## src/rtl/mux_dec_arbiter.sv

```systemverilog
`default_nettype none
// ============================================================================
// Module      : mux_dec_arbiter
// Description : Round-robin arbiter sharing one mux_2x1 -> dec_3x8 path
//               between two requesters. Drives the mux select and the
//               decoder enable with break-before-make sequencing: the select
//               only moves while the decoder is disabled, so the decoded
//               8-line output never glitches between sources.
//
// Parameters  : HOLD_CYCLES - decoder-enable cycles per grant (>= 1)
//
// Ports       : clk      in   1  system clock, rising edge
//               rst      in   1  asynchronous, active-high reset
//               req      in   2  level-sensitive request, one bit per source
//               lock     in   2  (MUX_DEC_LOCK_EN only) extends the
//                                current winner's grant past HOLD_CYCLES
//               mux_sel  out  1  0 = in1 (requester 0), 1 = in2 (requester 1)
//               dec_en   out  1  decoder enable
//               gnt      out  2  one-hot grant, 2'b00 when idle
//               busy     out  1  high whenever the FSM is not idle
//               done     out  1  one-cycle pulse marking grant release
//
// Options     : define MUX_DEC_LOCK_EN to add the lock port and the
//               grant-extension behaviour. Without it every grant is exactly
//               HOLD_CYCLES enable cycles.
//
// Revision    : 1.0 - initial release
// ============================================================================
module mux_dec_arbiter #(
    parameter int HOLD_CYCLES = 4
) (
    input  logic       clk,
    input  logic       rst,
    input  logic [1:0] req,
`ifdef MUX_DEC_LOCK_EN
    input  logic [1:0] lock,
`endif
    output logic       mux_sel,
    output logic       dec_en,
    output logic [1:0] gnt,
    output logic       busy,
    output logic       done
);

    // ------------------------------------------------------------------------
    // Constants
    // ------------------------------------------------------------------------
    localparam int                 c_cnt_w = $clog2(HOLD_CYCLES + 1);
    localparam logic [c_cnt_w-1:0] c_hold  = c_cnt_w'(HOLD_CYCLES);

    // ------------------------------------------------------------------------
    // State encoding
    // ------------------------------------------------------------------------
    typedef enum logic [1:0] {
        S_IDLE    = 2'd0,
        S_SETUP   = 2'd1,
        S_ACTIVE  = 2'd2,
        S_RELEASE = 2'd3
    } state_t;

    state_t               r_state;
    state_t               w_state_nxt;
    logic [c_cnt_w-1:0]   r_cnt;
    logic [c_cnt_w-1:0]   w_cnt_nxt;
    logic [c_cnt_w-1:0]   w_cnt_inc;
    logic                 r_last;       // winner of the most recent arbitration
    logic                 w_last_nxt;
    logic                 w_winner;
    logic                 w_lock_hold;

    logic                 r_mux_sel;
    logic                 r_dec_en;
    logic [1:0]           r_gnt;
    logic                 r_busy;
    logic                 r_done;
    logic                 w_mux_sel_nxt;
    logic                 w_dec_en_nxt;
    logic [1:0]           w_gnt_nxt;
    logic                 w_busy_nxt;
    logic                 w_done_nxt;

    // ------------------------------------------------------------------------
    // Arbitration: a lone requester always wins; on contention the source
    // that did not win last time gets the path. Only consulted when req!=0.
    // ------------------------------------------------------------------------
    always_comb begin
        w_winner = ~r_last;
        case (req)
            2'b01:   w_winner = 1'b0;
            2'b10:   w_winner = 1'b1;
            default: w_winner = ~r_last;
        endcase
    end

    // Saturating hold counter: once the terminal count is reached it stays
    // there for as long as a lock keeps the grant alive.
    assign w_cnt_inc = (r_cnt == c_hold) ? c_hold : r_cnt + 1'b1;

`ifdef MUX_DEC_LOCK_EN
    // Only the current winner's lock bit matters; r_last holds that winner
    // for the whole grant.
    assign w_lock_hold = lock[r_last];
`else
    assign w_lock_hold = 1'b0;
`endif

    // ------------------------------------------------------------------------
    // Next-state logic
    // ------------------------------------------------------------------------
    always_comb begin
        w_state_nxt = r_state;
        w_cnt_nxt   = r_cnt;
        w_last_nxt  = r_last;

        case (r_state)
            S_IDLE: begin
                if (|req) begin
                    w_last_nxt  = w_winner;
                    w_state_nxt = S_SETUP;
                end
            end

            S_SETUP: begin
                // Counter starts fresh for every grant.
                w_cnt_nxt   = '0;
                w_state_nxt = S_ACTIVE;
            end

            S_ACTIVE: begin
                // req is deliberately ignored here: a grant always runs to
                // its terminal count.
                w_cnt_nxt = w_cnt_inc;
                if ((w_cnt_inc == c_hold) && !w_lock_hold) begin
                    w_state_nxt = S_RELEASE;
                end
            end

            S_RELEASE: begin
                if (|req) begin
                    w_last_nxt  = w_winner;
                    w_state_nxt = S_SETUP;
                end else begin
                    w_state_nxt = S_IDLE;
                end
            end

            default: begin
                w_state_nxt = S_IDLE;
            end
        endcase
    end

    // ------------------------------------------------------------------------
    // Output decode. Outputs are registered from the current state, so they
    // trail the state register by one cycle. mux_sel is only reloaded while
    // the SETUP state is decoded, a cycle in which dec_en is forced low; this
    // is what gives the break-before-make ordering.
    // ------------------------------------------------------------------------
    always_comb begin
        w_mux_sel_nxt = r_mux_sel;
        w_dec_en_nxt  = 1'b0;
        w_gnt_nxt     = 2'b00;
        w_busy_nxt    = (r_state != S_IDLE);
        w_done_nxt    = 1'b0;

        case (r_state)
            S_SETUP: begin
                w_mux_sel_nxt = r_last;
                w_gnt_nxt     = r_last ? 2'b10 : 2'b01;
            end
            S_ACTIVE: begin
                w_dec_en_nxt  = 1'b1;
                w_gnt_nxt     = r_last ? 2'b10 : 2'b01;
            end
            S_RELEASE: begin
                w_done_nxt    = 1'b1;
            end
            default: begin
                w_gnt_nxt     = 2'b00;
            end
        endcase
    end

    // ------------------------------------------------------------------------
    // Registers
    // ------------------------------------------------------------------------
    always_ff @(posedge clk or posedge rst) begin
        if (rst) begin
            r_state   <= S_IDLE;
            r_cnt     <= '0;
            r_last    <= 1'b1;      // requester 0 wins the first contention
            r_mux_sel <= 1'b0;
            r_dec_en  <= 1'b0;
            r_gnt     <= 2'b00;
            r_busy    <= 1'b0;
            r_done    <= 1'b0;
        end else begin
            r_state   <= w_state_nxt;
            r_cnt     <= w_cnt_nxt;
            r_last    <= w_last_nxt;
            r_mux_sel <= w_mux_sel_nxt;
            r_dec_en  <= w_dec_en_nxt;
            r_gnt     <= w_gnt_nxt;
            r_busy    <= w_busy_nxt;
            r_done    <= w_done_nxt;
        end
    end

    assign mux_sel = r_mux_sel;
    assign dec_en  = r_dec_en;
    assign gnt     = r_gnt;
    assign busy    = r_busy;
    assign done    = r_done;

endmodule
`default_nettype wire
```

## config.mk

```make
export PLATFORM = sky130hd
export DESIGN_NAME = mux_dec_arbiter
export DESIGN_NICKNAME = d
export VERILOG_FILES = /design/src/rtl/mux_dec_arbiter.sv
export SDC_FILE = /design/constraint.sdc
export NUM_CORES = 1
export LEC_CHECK = 0
export CAP_MARGIN = 30
export CORE_MARGIN = 2
export CORE_UTILIZATION = 50
export DETAILED_ROUTE_END_ITERATION = 16
export PLACE_DENSITY_LB_ADDON = 0.12
export SLEW_MARGIN = 10
export SYNTH_ARGS = -nofsm -noshare
export SYNTH_HDL_FRONTEND = slang
export SYNTH_SLANG_ARGS = --single-unit
```

## constraint.sdc

```tcl
create_clock -name clk -period 2.14 [get_ports clk]
set_input_delay 0.321 -clock clk [delete_from_list [all_inputs] [get_ports clk]]
set_output_delay 0.321 -clock clk [all_outputs]
set_load 0.02 [all_outputs]
```

==> key figures, run 1 <==
Worst setup path
  – Worst r2r src: r_state[0]
  – Max stage delay on crit path: 450 ps
  – R2R cell count: 6
  – Critical path's top delay family: compound AO/OA/AOI/OAI gates
  – Critical Path End: r_state[0]
  – Crit Path Category: flop to flop
  – Peak fanout along the critical path: 7
  – Crit path buf inv count: 1
  – CP required: 2280 ps
  – Worst-path cell chain: inv_1 > ha_1 > a221oi_2 > o221a_2 > o21ai_1 > o2bb2ai_1
  – Worst path slowest cell: dfrtp_1
  – RR Endpoint: r_state[0]
  – CP Launch Type: flop
  – CP Launch Point: r_state[0]
  – R2R setup slack: 460 ps
  – Crit. End Element: flop
  – Crit. path cell count: 6
  – Critical Path AT: 1820 ps

Routing
  – Number of DRC markers in iteration 0: 9
  – DRC viols: 0
  – Pre-antenna DRT Iters: 3
  – DR WL/cell: 11.8 um
  – Routed WL: 1030 um
  – Vias: 434
  – Vias per Instance: 4.99
  – Post-route ant nets: 0

Logic synthesis
  – Post-synthesis cell area: 652 um^2
  – Avg Cell Area, Syn: 10.9 um^2
  – Main synth FF type: dfrtp_1
  – Post-synthesis register bit count: 12
  – Number of enable flip-flop cells after synthesis: 0
  – Yosys top cell by area: dfrtp_1
  – Distinct cells, synth: 23
  – Commonest cells post-synth: 11 x dfrtp_1, 9 x ha_1, 9 x inv_1
  – Share of flip-flops with an asynchronous set or reset: 1.00
  – Most common cell in the synthesized netlist: dfrtp_1
  – Syn nets: 73
  – Yosys warning count: 0
  – Register area share after synthesis: 0.463
  – Largest cells by area after synthesis: dfrtp_1 42%, ha_1 17%, inv_1 5.2%
  – Synth top area share: 0.422
  – Synth Instances: 60

Clock tree
  – Clock tree sinks: 12
  – Clock Pin Slew Worst Setup and Hold Paths: 80 ps
  – CTS resizes: 0
  – Clock buffers created by TritonCTS: 3
  – H-tree depth: 1
  – Clock Tree Root: clkbuf_4
  – Worst-Skew Late Latency: 270 ps
  – Max clock buf depth: 2
  – Cts-stage hold buffer count: 0
  – TritonCTS clock tree: done
  – Post-CTS setup buffer count: 0

Timing
  – Final Slew Violations: 0
  – PnR worst setup slack: 463 ps
  – Slew at the pin closest to its max-slew limit: 449 ps
  – # setup viols final: 0
  – Worst Skew: 8.85 ps
  – Max-Slew Margin vs Limit: 0.700
  – Fmax: 596 MHz
  – Final setup TNS: 0 ps
  – Final period util: 0.783
  – Setup repair after global routing missed its margin: false
  – Fin crit period: 1680 ps
  – Final Hold Fails: 0

Global route
  – Global-route wire length before repair: 1550 um
  – Grt peak-use layer: met2
  – GRT Overall Usage: 0.156
  – Grt total ovfl: 0
  – Largest net degree at the start of global routing: 13
  – GR Util met2: 0.262
  – Antenna violations before repair: 0
  – Number of global-route vias before repair: 384
  – Met1 Usage GRT: 0.166
  – GR Util met3: 0.0500

Layout
  – N_diodes: 0
  – Fin util: 0.625
  – Layout cells sized above 1: 0.153
  – P&R area growth vs syn: 20.2%
  – Final net count: 86

Placed design
  – DP HPWL: 818 um
  – IO buf count: 9
  – Setup WS pre-CTS: 258 ps
  – Routability Congestion: 0.714

Floorplan
  – Die X: 40.1 um
  – Core ar.: 0.00125 mm^2
  – Row cnt: 13
  – Die area: 0.00161 mm^2
  – Initial Utilization: 0.520
  – Die Y: 40.1 um
  – # IOs: 10

Run
  – Max-Cap Viols: 0

Run status
  – Status: finished clean

Pwr
  – VDD IR max: 0.927 mV
  – P_leak: 0.363 nW
  – Power Density: 1460 mW/mm^2

Min path
  – Hold Path Class: input pin to asynchronous set/reset pin
-- layer usage --
| layer | share of wire | routed length (um) |
|---|---|---|
| met1 | 0.46 | 474 |
| met2 | 0.51 | 522 |
| met3 | 0.033 | 34 |
| met4 | 0 | 0 |
| met5 | 0 | 0 |
-- state kept, by name, summed over array words and instances (netlist names) --
name	flops
r_last	1
gnt	2
r_state	2
busy	1
dec_en	1
done	1
mux_sel	1
r_cnt	3
-- report_power, final --
part / leakage [nW] / switching (mW) / internal (mW)
Combinational: 0.200 / 0.322 / 0.291
Sequential: 0.148 / 0.0631 / 0.329
Clock: 0.0150 / 0.0703 / 0.0720
-- final cells by class --
| type | instances | area (um^2) |
|---|---|---|
| clock buffers | 4 | 26.3 |
| fillers | 106 | 469 |
| inverters | 9 | 33.8 |
| multi-input cells | 38 | 313 |
| flip-flops and latches | 12 | 302 |
| well taps | 15 | 18.8 |
| repair buffers | 9 | 90.1 |
-- worst min path at each step --
stage	startpoint	endpoint	slack [ps]	cells after the start
floorplan	rst	busy	180	1
global placement	r_last	r_last	490	2
detailed placement	r_last	r_last	490	2
CTS	rst	r_cnt[1]	360	2
global route	rst	r_cnt[1]	390	2
finish	rst	r_cnt[1]	350	2
-- layout by cell type, fill, tap and decap left out, drive strengths merged --
cell,count
o21ai,3
nor2b,3
clkdlybuf4s50,9
nand2b,1
and2,1
a211o,1
o221a,1
nand3,1
ha,9
mux2,2
o41ai,1
clkbuf,4
a21oi,7
o2bb2ai,1
nand4,1
inv,9
a221oi,1
dfstp,1
nand2,5
dfrtp,11
-- per-stage QoR --
step / instances / power, mW / hold WS, ps / cell area (um^2)
4_1_cts: 87 / 1.16 / 355 / 783
2_1_floorplan: 60 / 0.819 / 185 / 652
3_5_place_dp: 83 / 1.02 / 488 / 757
6_report: 87 / 1.15 / 349 / 783
3_3_place_gp: 83 / 0.988 / 485 / 757
5_1_grt: 87 / 1.24 / 391 / 783
-- worst register-to-register path, stage by stage, from the launching register on --
cell and delay (ps):
dfrtp_1 450, inv_1 110, ha_1 310, a221oi_2 270, o221a_2 220, o21ai_1 70
o2bb2ai_1 130
-- logic make-up after synthesis --
| kind of cell | Yosys count | synth area share |
|---|---|---|
| compound gates | 15 | 0.169 |
| simple gates | 12 | 0.0979 |
| flops | 12 | 0.463 |
| buf+inv | 10 | 0.0576 |
| fa+ha+maj | 9 | 0.173 |
| mux | 2 | 0.0403 |
Power figures use the tool's default switching activity.
==> inputs of run 2 (changes only) <==
- clock period: 2.14 -> 1.6 ns (I/O delays scaled with it)
==> run 2 against run 1 <==
Power grew 47%; die area is the same; cell count grew 5.7%; clock-buffer cell count is the same; critical path depth shrank 1; core utilization grew 4.8 points; wire length grew 8.8%; via count grew 8.8%; global-route usage grew 2.5 points; critical path type unchanged; largest power group unchanged; highest routed layer is now met4.
==> key figures, run 2 (same netlist as run 1, synthesis figures left out) <==
Global route
  – Number of global-route vias before repair: 450 (was 384)
  – Global-route wire length before repair: 1900 um (was 1550 um)
  – Antenna violations before repair: 0 (unchanged)
  – Largest net degree at the start of global routing: 13 (unchanged)
  – Grt total ovfl: 0 (unchanged)
  – GRT Overall Usage: 0.181 (was 0.156)

Timing
  – Final setup TNS: 0 ps (unchanged)
  – Fmax: 637 MHz (was 596 MHz)
  – # setup viols final: 0 (unchanged)
  – Setup repair after global routing missed its margin: false (unchanged)
  – Max-Slew Margin vs Limit: 0.708 (was 0.700)
  – Final period util: 0.981 (was 0.783)
  – Slew at the pin closest to its max-slew limit: 438 ps (was 449 ps)
  – Fin crit period: 1570 ps (was 1680 ps)
  – Final Slew Violations: 0 (unchanged)
  – Worst Skew: 4.64 ps (was 8.85 ps)
  – Final Hold Fails: 0 (unchanged)

Routing
  – Post-route ant nets: 0 (unchanged)
  – Number of DRC markers in iteration 0: 5 (was 9)
  – Routed WL: 1120 um (was 1030 um)
  – DRC viols: 0 (unchanged)
  – Pre-antenna DRT Iters: 4 (was 3)
  – Vias per Instance: 5.13 (was 4.99)
  – DR WL/cell: 12.2 um (was 11.8 um)
  – Vias: 472 (was 434)

Floorplan
  – Die X: 40.1 um (unchanged)
  – Die Y: 40.1 um (unchanged)
  – Initial Utilization: 0.520 (unchanged)
  – Row cnt: 13 (unchanged)
  – # IOs: 10 (unchanged)
  – Die area: 0.00161 mm^2 (unchanged)
  – Core ar.: 0.00125 mm^2 (unchanged)

Placed design
  – Routability Congestion: 0.763 (was 0.714)
  – DP HPWL: 842 um (was 818 um)
  – IO buf count: 9 (unchanged)

Layout
  – Most frequent cells in the layout: 11 x dfrtp_1, 9 x clkdlybuf4s50_1, 8 x inv_1, 8 x ha_1 (was 11 x dfrtp_1, 9 x inv_1, 9 x ha_1, 9 x clkdlybuf4s50_1)
  – N_diodes: 0 (unchanged)
  – Biggest register: r_cnt (unchanged)
  – Layout cells sized above 1: 0.247 (was 0.153)
  – Fin util: 0.673 (was 0.625)
  – Most common cell after layout, fill and taps aside: dfrtp_1 (unchanged)
  – Final net count: 91 (was 86)
  – P&R area growth vs syn: 29.4% (was 20.2%)
  – Largest register FFs: 3 (unchanged)

Clock tree
  – Clock tree sinks: 12 (unchanged)
  – Clock buffers created by TritonCTS: 3 (unchanged)
  – Max clock buf depth: 2 (unchanged)
  – Clock Pin Slew Worst Setup and Hold Paths: 70 ps (was 80 ps)
  – Cts-stage hold buffer count: 0 (unchanged)
  – H-tree depth: 1 (unchanged)
  – TritonCTS clock tree: done (unchanged)
  – Clock Tree Root: clkbuf_4 (unchanged)
  – Worst-Skew Late Latency: 270 ps (about the same)

Worst setup path
  – Peak fanout along the critical path: 4 (was 7)
  – RR Endpoint: r_state[1] (was r_state[0])
  – Crit. End Element: flop (unchanged)
  – CP Launch Type: flop (unchanged)
  – R2R setup slack: 30 ps (was 460 ps)
  – Crit Path Category: flop to flop (unchanged)
  – Worst r2r src: r_cnt[0] (was r_state[0])
  – R2R cell count: 5 (was 6)
  – CP required: 1760 ps (was 2280 ps)
  – Critical Path AT: 1730 ps (was 1820 ps)

Run
  – Max-Cap Viols: 0 (unchanged)

Pwr
  – VDD IR max: 1.23 mV (was 0.927 mV)
  – P_leak: 0.395 nW (was 0.363 nW)
  – Power Density: 2000 mW/mm^2 (was 1460 mW/mm^2)

Min path
  – Hold Path Class: input pin to asynchronous set/reset pin (unchanged)

Run status
  – Status: finished clean (unchanged)
[run 2: how the worst max path moves through the flow]
| stage | startpoint | end | cells after the start |
|---|---|---|---|
| final | r_cnt[0] | r_state[1] | 5 |
| after global routing | r_cnt[0] | r_state[1] | 5 |
| after CTS | r_cnt[0] | r_state[0] | 6 |
| after detailed placement | req[0] | r_state[0] | 7 |
| after global placement | req[0] | r_state[0] | 7 |
| after floorplan | r_cnt[0] | r_state[0] | 6 |
[run 2: cell type report]
type                            count  area, um^2
Clock buffer                        4        36.3
Sequential cell                    12         302
Timing Repair Buffer               14         128
Tap cell                           15        18.8
Inverter                            9        33.8
Fill cell                         101         409
Multi-Input combinational cell     38         325
[run 2: power breakdown]
group / switching (mW) / leakage [nW] / internal (mW)
Combinational: 0.472 / 0.226 / 0.473
Clock: 0.0966 / 0.0210 / 0.138
Sequential: 0.0705 / 0.148 / 0.440
[run 2: what timing repair did]
action                     CTS  global route
resized for setup            1             1
setup endpoints to repair    1             2
pin swaps                    0             1
setup buffers                0             1
[run 2: through the flow]
stage / worst slack [ps] / total power, mW / cell area (um^2) / hold slack, ps / std cells
floorplan: 103 / 1.10 / 652 / 104 / 60
global placement: -101 / 1.38 / 787 / 483 / 87
detailed placement: -155 / 1.40 / 787 / 495 / 87
CTS: 48.1 / 1.67 / 836 / 273 / 91
global route: 2.96 / 1.82 / 843 / 310 / 92
finish: 30.0 / 1.69 / 843 / 269 / 92
[run 2: per-layer routing]
metal / vias up / part of all wire / GRT usage / wire length, um
li1: 237 / - / - / -
met1: 225 / 0.48 / 0.233 / 538
met2: 8 / 0.48 / 0.294 / 537
met3: 2 / 0.019 / 0.0333 / 21
met4: 0 / 0.021 / 0.0776 / 23
met5: - / 0 / 0 / 0
[run 2: worst max-delay path, cell delays in order (launching register included)]
cell and delay (ps):
dfrtp_1 430, ha_1 260, nand2b_1 170, a21oi_2 210, a21oi_2 100, mux2_4 300
==> inputs of run 3 (changes only) <==
- CORE_UTILIZATION: 50 -> 39
- CTS_BUF_LIST: not set -> sky130_fd_sc_hd__clkbuf_8
==> run 3 against run 2 <==
Combinational power fell by 1%; clock power rose by 39%; global-route usage fell by 4.6 points; clock skew fell by 2.2 ps; critical endpoint is now r_state[0]; final area rose by 3.3%; sequential share of layout area fell by 1.1 points; fmax rose by 3.5%; non-clock buffer count rose by 1; highest routed layer unchanged; setup slack improved by 53 ps; largest cell class unchanged; register-to-register slack improved by 50 ps; sequential cell count did not move; critical path depth rose by 1.
==> key figures, run 3 (same netlist as run 1, synthesis figures left out) <==
Clock tree
  – Clock buffers created by TritonCTS: 3 (unchanged)
  – Clock Tree Root: clkbuf_8 (was clkbuf_4)
  – Clock Pin Slew Worst Setup and Hold Paths: 50 ps (was 70 ps)
  – Clock tree sinks: 12 (unchanged)
  – Worst-Skew Late Latency: 240 ps (was 270 ps)
  – Cts-stage hold buffer count: 0 (unchanged)
  – TritonCTS clock tree: done (unchanged)
  – H-tree depth: 1 (unchanged)
  – Max clock buf depth: 2 (unchanged)

Routing
  – Pre-antenna DRT Iters: 4 (unchanged)
  – DRC viols: 0 (unchanged)
  – Post-route ant nets: 0 (unchanged)
  – Vias per Instance: 4.91 (was 5.13)
  – Vias: 462 (was 472)
  – Number of DRC markers in iteration 0: 6 (was 5)
  – Routed WL: 1050 um (was 1120 um)
  – DR WL/cell: 11.1 um (was 12.2 um)

Worst setup path
  – Worst path slowest cell: dfrtp_1 (unchanged)
  – CP required: 1720 ps (was 1760 ps)
  – Peak fanout along the critical path: 4 (unchanged)
  – Max stage delay on crit path: 400 ps (was 430 ps)
  – Crit Path Category: flop to flop (unchanged)
  – Worst-path cell chain: inv_1 > ha_1 > a221oi_2 > o221a_2 > o21ai_1 > o2bb2ai_1 (was ha_1 > nand2b_1 > a21oi_2 > a21oi_2 > mux2_4)
  – CP Launch Type: flop (unchanged)
  – Crit path buf inv count: 1 (was 0)
  – Crit. End Element: flop (unchanged)
  – Critical path's top delay family: compound AO/OA/AOI/OAI gates (was flip-flops)
  – Critical Path AT: 1640 ps (was 1730 ps)

Global route
  – Grt total ovfl: 0 (unchanged)
  – Global-route wire length before repair: 1860 um (was 1900 um)
  – GRT Overall Usage: 0.135 (was 0.181)
  – Antenna violations before repair: 0 (unchanged)
  – Largest net degree at the start of global routing: 13 (unchanged)
  – Number of global-route vias before repair: 436 (was 450)

Layout
  – Cell area after layout: 871 um^2 (was 843 um^2)
  – N_diodes: 0 (unchanged)
  – Most frequent cells in the layout: 11 x dfrtp_1, 9 x clkdlybuf4s50_1, 8 x inv_1, 8 x ha_1, 6 x buf_4 (was 11 x dfrtp_1, 9 x clkdlybuf4s50_1, 8 x inv_1, 8 x ha_1)
  – Final net count: 92 (was 91)
  – Area occupied by multi-input gates: 325 um^2 (unchanged)
  – Most common cell after layout, fill and taps aside: dfrtp_1 (unchanged)
  – Biggest register: r_cnt (unchanged)
  – Fin util: 0.565 (was 0.673)
  – P&R area growth vs syn: 33.6% (was 29.4%)
  – FF/Latch Area: 302 um^2 (unchanged)
  – Largest register FFs: 3 (unchanged)
  – Layout cells sized above 1: 0.256 (was 0.247)
  – Fill cell count: 137 (was 101)

Floorplan
  – # IOs: 10 (unchanged)
  – Die Y: 44.9 um (was 40.1 um)
  – Core ar.: 0.00154 mm^2 (was 0.00125 mm^2)
  – Die area: 0.00201 mm^2 (was 0.00161 mm^2)
  – Die X: 44.9 um (was 40.1 um)
  – Initial Utilization: 0.423 (was 0.520)
  – Row cnt: 14 (was 13)

Timing
  – Fmax: 659 MHz (was 637 MHz)
  – Fin crit period: 1520 ps (was 1570 ps)
  – Final Slew Violations: 0 (unchanged)
  – Final period util: 0.948 (was 0.981)
  – Worst Skew: 2.42 ps (was 4.64 ps)
  – Final Hold Fails: 0 (unchanged)
  – Setup repair after global routing missed its margin: false (unchanged)
  – # setup viols final: 0 (unchanged)
  – Final setup TNS: 0 ps (unchanged)
  – Slew at the pin closest to its max-slew limit: 454 ps (was 438 ps)
  – Max-Slew Margin vs Limit: 0.697 (was 0.708)

Min path
  – Hold Path Class: input pin to asynchronous set/reset pin (unchanged)

Pwr
  – P_leak: 0.408 nW (was 0.395 nW)
  – VDD IR max: 1.10 mV (was 1.23 mV)
  – Power Density: 2030 mW/mm^2 (was 2000 mW/mm^2)

Run status
  – Status: finished clean (unchanged)

Placed design
  – Placed inst area: 796 um^2 (was 787 um^2)
  – IO buf count: 9 (unchanged)
  – DP HPWL: 767 um (was 842 um)
  – Routability Congestion: 0.763 (about the same)

Run
  – Max-Cap Viols: 0 (unchanged)
-- run 3: cell count changes in the layout (fill, tap and decap cells not counted) --
cell / before / now
clkbuf_4: 3 / 0
clkbuf_8: 1 / 4
buf_4: 5 / 6
-- run 3: where the power goes --
part / switching (mW) / internal [mW]
Combinational: 0.456 / 0.478
Sequential: 0.0647 / 0.441
Clock: 0.109 / 0.217
-- run 3: layout make-up --
| cell class | instances | share of cell area |
|---|---|---|
| clock buffer | 4 | 0.0632 |
| inverter | 9 | 0.0388 |
| multi-input combinational | 38 | 0.374 |
| sequential | 12 | 0.346 |
| tap | 16 | 0.0230 |
| timing repair buffer | 15 | 0.155 |
-- run 3: worst paths after layout --
check | start | to | slack (ps) | depth (start not counted)
max reg2reg | r_state[1] | r_state[0] | 80 | 6
max in group asynchronous | rst | r_last | 960 | 2
min reg2reg | r_last | r_last | 500 | 2
min | rst | mux_sel | 310 | 2
max | r_state[1] | r_state[0] | 80 | 6
min in group clk | r_last | r_last | 500 | 2
-- run 3: metrics by stage --
step	instances	hold slack, ps	total power, mW	setup WS (ps)
global route	94	395	1.93	3.65
CTS	93	320	1.75	0.0793
global placement	89	487	1.40	-104
finish	94	306	1.77	82.6
floorplan	60	104	1.10	103
detailed placement	89	498	1.40	-123
-- run 3: routing by layer --
metal  routed length (um)  GRT usage  vias to the layer above
met5                    0          0                        -
met4                   13     0.0529                        0
met3                   67     0.0720                        2
met2                  424      0.200                       12
met1                  540      0.165                      204
li1                     -          -                      244
-- run 3: what timing repair did --
item,in CTS,in global routing
endpoints found under the hold margin,0,0
endpoints found under the setup margin,0,2
setup buffers,0,1
resized for setup,0,2
==> variant 1: new RTL, config.mk and constraints of run 1 <==
Change the parameter `HOLD_CYCLES` from 4 to 2.
--- a/src/rtl/mux_dec_arbiter.sv
+++ b/src/rtl/mux_dec_arbiter.sv
@@ -27,7 +27,7 @@
 // Revision    : 1.0 - initial release
 // ============================================================================
 module mux_dec_arbiter #(
-    parameter int HOLD_CYCLES = 4
+    parameter int HOLD_CYCLES = 2
 ) (
     input  logic       clk,
     input  logic       rst,
Check against the original RTL: not equivalent (a bounded check fails within 10 cycles, from zero or initial values and one cycle with rst high).
==> variant 1 against run 1 <==
Worst setup slack better by 150 ps; sequential cell count is 1 lower; final area is 13% lower; register-to-register slack better by 200 ps; wire length is 7.0% lower; power is 5.7% lower; area after synthesis is 16% lower; core utilization is 7.1 points higher.
==> variant 1: results (changes against run 1) <==
| Metric | Value |
|---|---|
| Diode count | 0 (unchanged) |
| Via count | 372 (-14%) |
| Slowest stage cell, crit path | clkdlybuf4s50_1 |
| Worst path max stage delay | 600 ps (+150 ps) |
| HP Class | input pin to asynchronous set/reset pin |
| GP Congestion | 0.6962 (-2.5%) |
| CTS max path bufs | 2 (unchanged) |
| Non-filler cells in the finished layout | 72 (-17%) |
| Post-synth cell types | 19 (-17%) |
| Final Skew | 1.686 ps (-7.169 ps) |
| Worst slew margin | 73.03% (+3.0 points) |
| Syn. warnings | 0 (unchanged) |
| Clock transition at path regs | 70 ps |
| DP HPWL | 778.9 um (-4.8%) |
| Net Sw Power | 0.4159 mW (-8.6%) |
| Async SR Flop Fraction | 100.0% (unchanged) |
| Layout cells sized above 1 | 15.25% (-0.024 points) |
| DP Worst Slack | 360.8 ps (+103.1 ps) |
| Syn nets | 58 (-21%) |
| Peak VDD IR | 874.1 uV (-5.8%) |
| Pre-antenna DRT Iters | 4 (+1) |
| GRT Util Overall | 18.99% (+3.4 points) |
| Fin. Hold Viols | 0 (unchanged) |
| Initial DRC count | 6 (-3) |
| Cts bufs inserted | 3 (unchanged) |
| Status | complete, no violations |
| Avg Cell Area, Syn | 11.91 um^2 (+9.7%) |
| CP max FO | 2 (-5) |
| Post-CTS Setup Bufs | 0 (unchanged) |
| Sequential fraction of the synthesis area | 50.46% (+4.2 points) |
| Synth top area cells | dfrtp_1 46%, ha_1 18%, inv_1 5.5% |
| Initial antenna violation count | 0 (unchanged) |
| Wire per inst | 13.31 um (+12%) |
| Number of synthesized flops with an enable pin | 0 (unchanged) |
| Post-Place Cell Area | 654.4 um^2 (-14%) |
| Worst EP arrival | 1210 ps (-610 ps) |
| Largest net degree at the start of global routing | 12 (-1) |
| Top post-synthesis cells by count | 10 x dfrtp_1, 8 x ha_1, 8 x inv_1, 3 x nor2b_1 |
| Vias in the first global route | 407 (+6.0%) |
| Gates resized, CTS repair | 0 (unchanged) |
| Clock H-tree levels | 1 (unchanged) |
| Cell family with most CP delay | buffers and inverters |
| Buffers on Ports | 9 (unchanged) |
| CTS Root Cell | clkbuf_4 |
| # fillers | 71 (-33%) |
| Placed cells | 68 (-18%) |
| Pleak | 0.3287 nW (-9.4%) |
| Skew-Pair Late Insertion Delay | between 200 and 300 ps |
| First-pass GRT wire length | 1.669 mm (+8.0%) |
variant 1: cells by family (layout without fill, tap and decap cells):
family / Yosys count / after routing / share of synthesized area [%]
fa+ha+maj: 8 / 8 / 18.27
compound gates: 7 / 7 / 11.64
simple gates: 9 / 9 / 8.675
buf+inv: 9 / 22 / 6.164
mux: 2 / 2 / 4.794
flops: 11 / 11 / 50.46
variant 1: metal layers:
layer,wire length (um),track usage [%],vias up
li1,-,-,182
met1,359,18.90,163
met2,503,32.89,19
met3,55,4.268,8
met4,40,15.74,0
met5,0,0,-
variant 1: path summary, 6_finish.rpt:
kind,depth (start not counted),slack (ps),startpoint,to
max reg2reg,4,660,r_state[0],r_state[1]
min reg2reg,2,510,r_last,r_last
max in group asynchronous,2,1470,rst,r_last
max,1,610,mux_sel,mux_sel
min,2,350,rst,gnt[1]
min in group clk,2,510,r_last,r_last
variant 1: power by group through the flow:
stage | Sequential, mW | Clock, mW | Combinational, mW
2_1_floorplan | 0.420 | 0 | 0.336
3_3_place_gp | 0.359 | 0 | 0.542
3_5_place_dp | 0.369 | 0 | 0.581
4_1_cts | 0.365 | 0.143 | 0.582
5_1_grt | 0.376 | 0.152 | 0.640
6_report | 0.364 | 0.137 | 0.580
variant 1: worst register-to-register path, stage by stage (launching register included):
cell and delay, ps:
dfrtp_1 390, inv_1 120, ha_1 300, a22oi_2 240, mux2_4 320
variant 1: layout make-up:
class | count | area, um^2 | area share (%)
sequential | 11 | 276.5 | 40.62
multi-input combinational | 26 | 237.7 | 34.93
timing repair buffer | 9 | 90.09 | 13.24
inverter | 9 | 33.78 | 4.963
clock buffer | 4 | 26.28 | 3.860
tap | 13 | 16.27 | 2.390
==> variant 2: new RTL, settings of run 1 <==
Made on the original files. Make the reset (`rst`) synchronous in one clocked block. Comments in the files are not updated.
--- a/src/rtl/mux_dec_arbiter.sv
+++ b/src/rtl/mux_dec_arbiter.sv
@@ -184,7 +184,7 @@
     // ------------------------------------------------------------------------
     // Registers
     // ------------------------------------------------------------------------
-    always_ff @(posedge clk or posedge rst) begin
+    always_ff @(posedge clk) begin
         if (rst) begin
             r_state   <= S_IDLE;
             r_cnt     <= '0;
Function: differs if rst is asserted again (counterexample within 4 cycles, from zero or initial values and one cycle with rst high); with rst held inactive, the same outputs for 10 cycles.
==> variant 2 against run 1 <==
Combinational power fell by 45%; core utilization rose by 4.7 points; worst hold slack better by 120 ps; power fell by 27%; sequential cell count is the same; area after synthesis is 4.8% lower; worst setup slack worse by 160 ps; final area fell by 3.4%; wire length is 3.5% lower; critical path depth is 1 lower; global-route usage is 3.2 points higher; count of clock-buffer cells in the layout stayed put; critical path type unchanged; critical endpoint is now r_state[0]; largest cell class unchanged; highest routed layer is now met4.
==> variant 2: results (changes against run 1) <==
| Metric | Value |
|---|---|
| Cell family with most CP delay | simple AND/OR/NAND/NOR gates |
| CP max FO | 4 (-3) |
| GP Congestion | 0.7993 (+12%) |
| Async SR Flop Fraction | 0% (-100 points) |
| DP Worst Slack | 253.5 ps (-4.289 ps) |
| Synth top area cells | dfxtp_1 39%, ha_1 18%, mux2i_1 4.8% |
| Critical R2R Capture | r_state[0] |
| Initial DRC count | 3 (-6) |
| Syn nets | 79 (+8.2%) |
| Sequential fraction of the synthesis area | 38.71% (-7.5 points) |
| Top post-synthesis cells by count | 12 x dfxtp_1, 9 x ha_1, 7 x inv_1, 5 x nor2_1 |
| Fmax | 544.8 MHz (-8.7%) |
| Via count | 458 (+5.5%) |
| Slowest stage cell, crit path | or4b_4 |
| Status | complete, no violations |
| Reg2Reg Depth | 5 (-1) |
| Worst R2R Start | r_cnt[0] |
| DP HPWL | 751.6 um (-8.2%) |
| Pre-antenna DRT Iters | 2 (-1) |
| HP Class | flop to flop |
| Worst-Margin Slew | 380.0 ps (-69.12 ps) |
| FF-to-FF setup slack | 300 ps (-160 ps) |
| Nets | 91 (+5.8%) |
| Layout cells sized above 1 | 9.091% (-6.2 points) |
| Pleak | 0.3200 nW (-12%) |
| Peak VDD IR | 557.9 uV (-40%) |
| Wire per inst | 10.92 um (-7.7%) |
==> variant 2: cell types whose count changed in the layout (fill, tap and decap cells not counted), sizes merged, moves of 3 or more <==
cell    before  now
mux2i        0    3
a21oi        7    3
nand2b       1    4
nor2         0    5
dfxtp        0   12
dfrtp       11    0
==> variant 2: area by class of cell <==
type / instances / area, um^2 / share of cell area, %
Inverter: 8 / 30.03 / 3.967
Clock buffer: 4 / 36.28 / 4.793
Timing Repair Buffer: 9 / 90.09 / 11.90
Tap cell: 14 / 17.52 / 2.314
Multi-Input combinational cell: 44 / 342.8 / 45.29
Sequential cell: 12 / 240.2 / 31.74
==> variant 2: how the worst min path moves through the flow <==
stage,to,startpoint,slack (ps),depth (start not counted)
floorplan,gnt[0],r_last,420,1
global placement,gnt[0],r_last,460,1
detailed placement,gnt[0],r_last,450,1
CTS,gnt[0],r_last,480,1
global route,gnt[0],r_last,500,1
finish,gnt[0],r_last,470,1
==> variant 2: metal layers <==
layer | up-vias | share of wire [%] | track usage [%]
met5 | - | 0 | 0
met4 | 0 | 0.80 | 12.93
met3 | 2 | 3.9 | 8.671
met2 | 9 | 49 | 27.92
met1 | 204 | 46 | 21.20
li1 | 243 | - | -
==> variant 2: power breakdown <==
part	switching, mW	internal, mW	total, mW
clock network	0.0799	0.104	0.184
logic	0.182	0.157	0.339
registers	0.0408	0.277	0.318
total	0.303	0.538	0.841
==> variant 2: per-stage QoR <==
step / std cells / instance area [um^2] / hold slack, ps
floorplan: 66 / 620.6 / 422.2
global placement: 87 / 720.7 / 463.2
detailed placement: 87 / 720.7 / 454.1
CTS: 91 / 757.0 / 477.0
global route: 91 / 757.0 / 496.3
finish: 91 / 757.0 / 469.1
==> variant 2: cell families after synthesis <==
kind of cell    count (synthesis)  share of synthesized area [%]
simple gates                   22                          20.36
buf+inv                        10                          6.049
fa+ha+maj                       9                          18.15
flops                          12                          38.71
mux                             3                          4.839
compound gates                 10                          11.90
==> variant 2: worst register-to-register path, delay by kind of cell, from the launching register on <==
kind / cells / cell delay (ps)
AO/OA/AOI/OAI: 1 / 300
adder cells (fa/ha/maj): 1 / 330
buffers and inverters: 1 / 60
flip-flops: 1 / 380
multiplexers: 1 / 200
AND/OR/NAND/NOR: 1 / 490
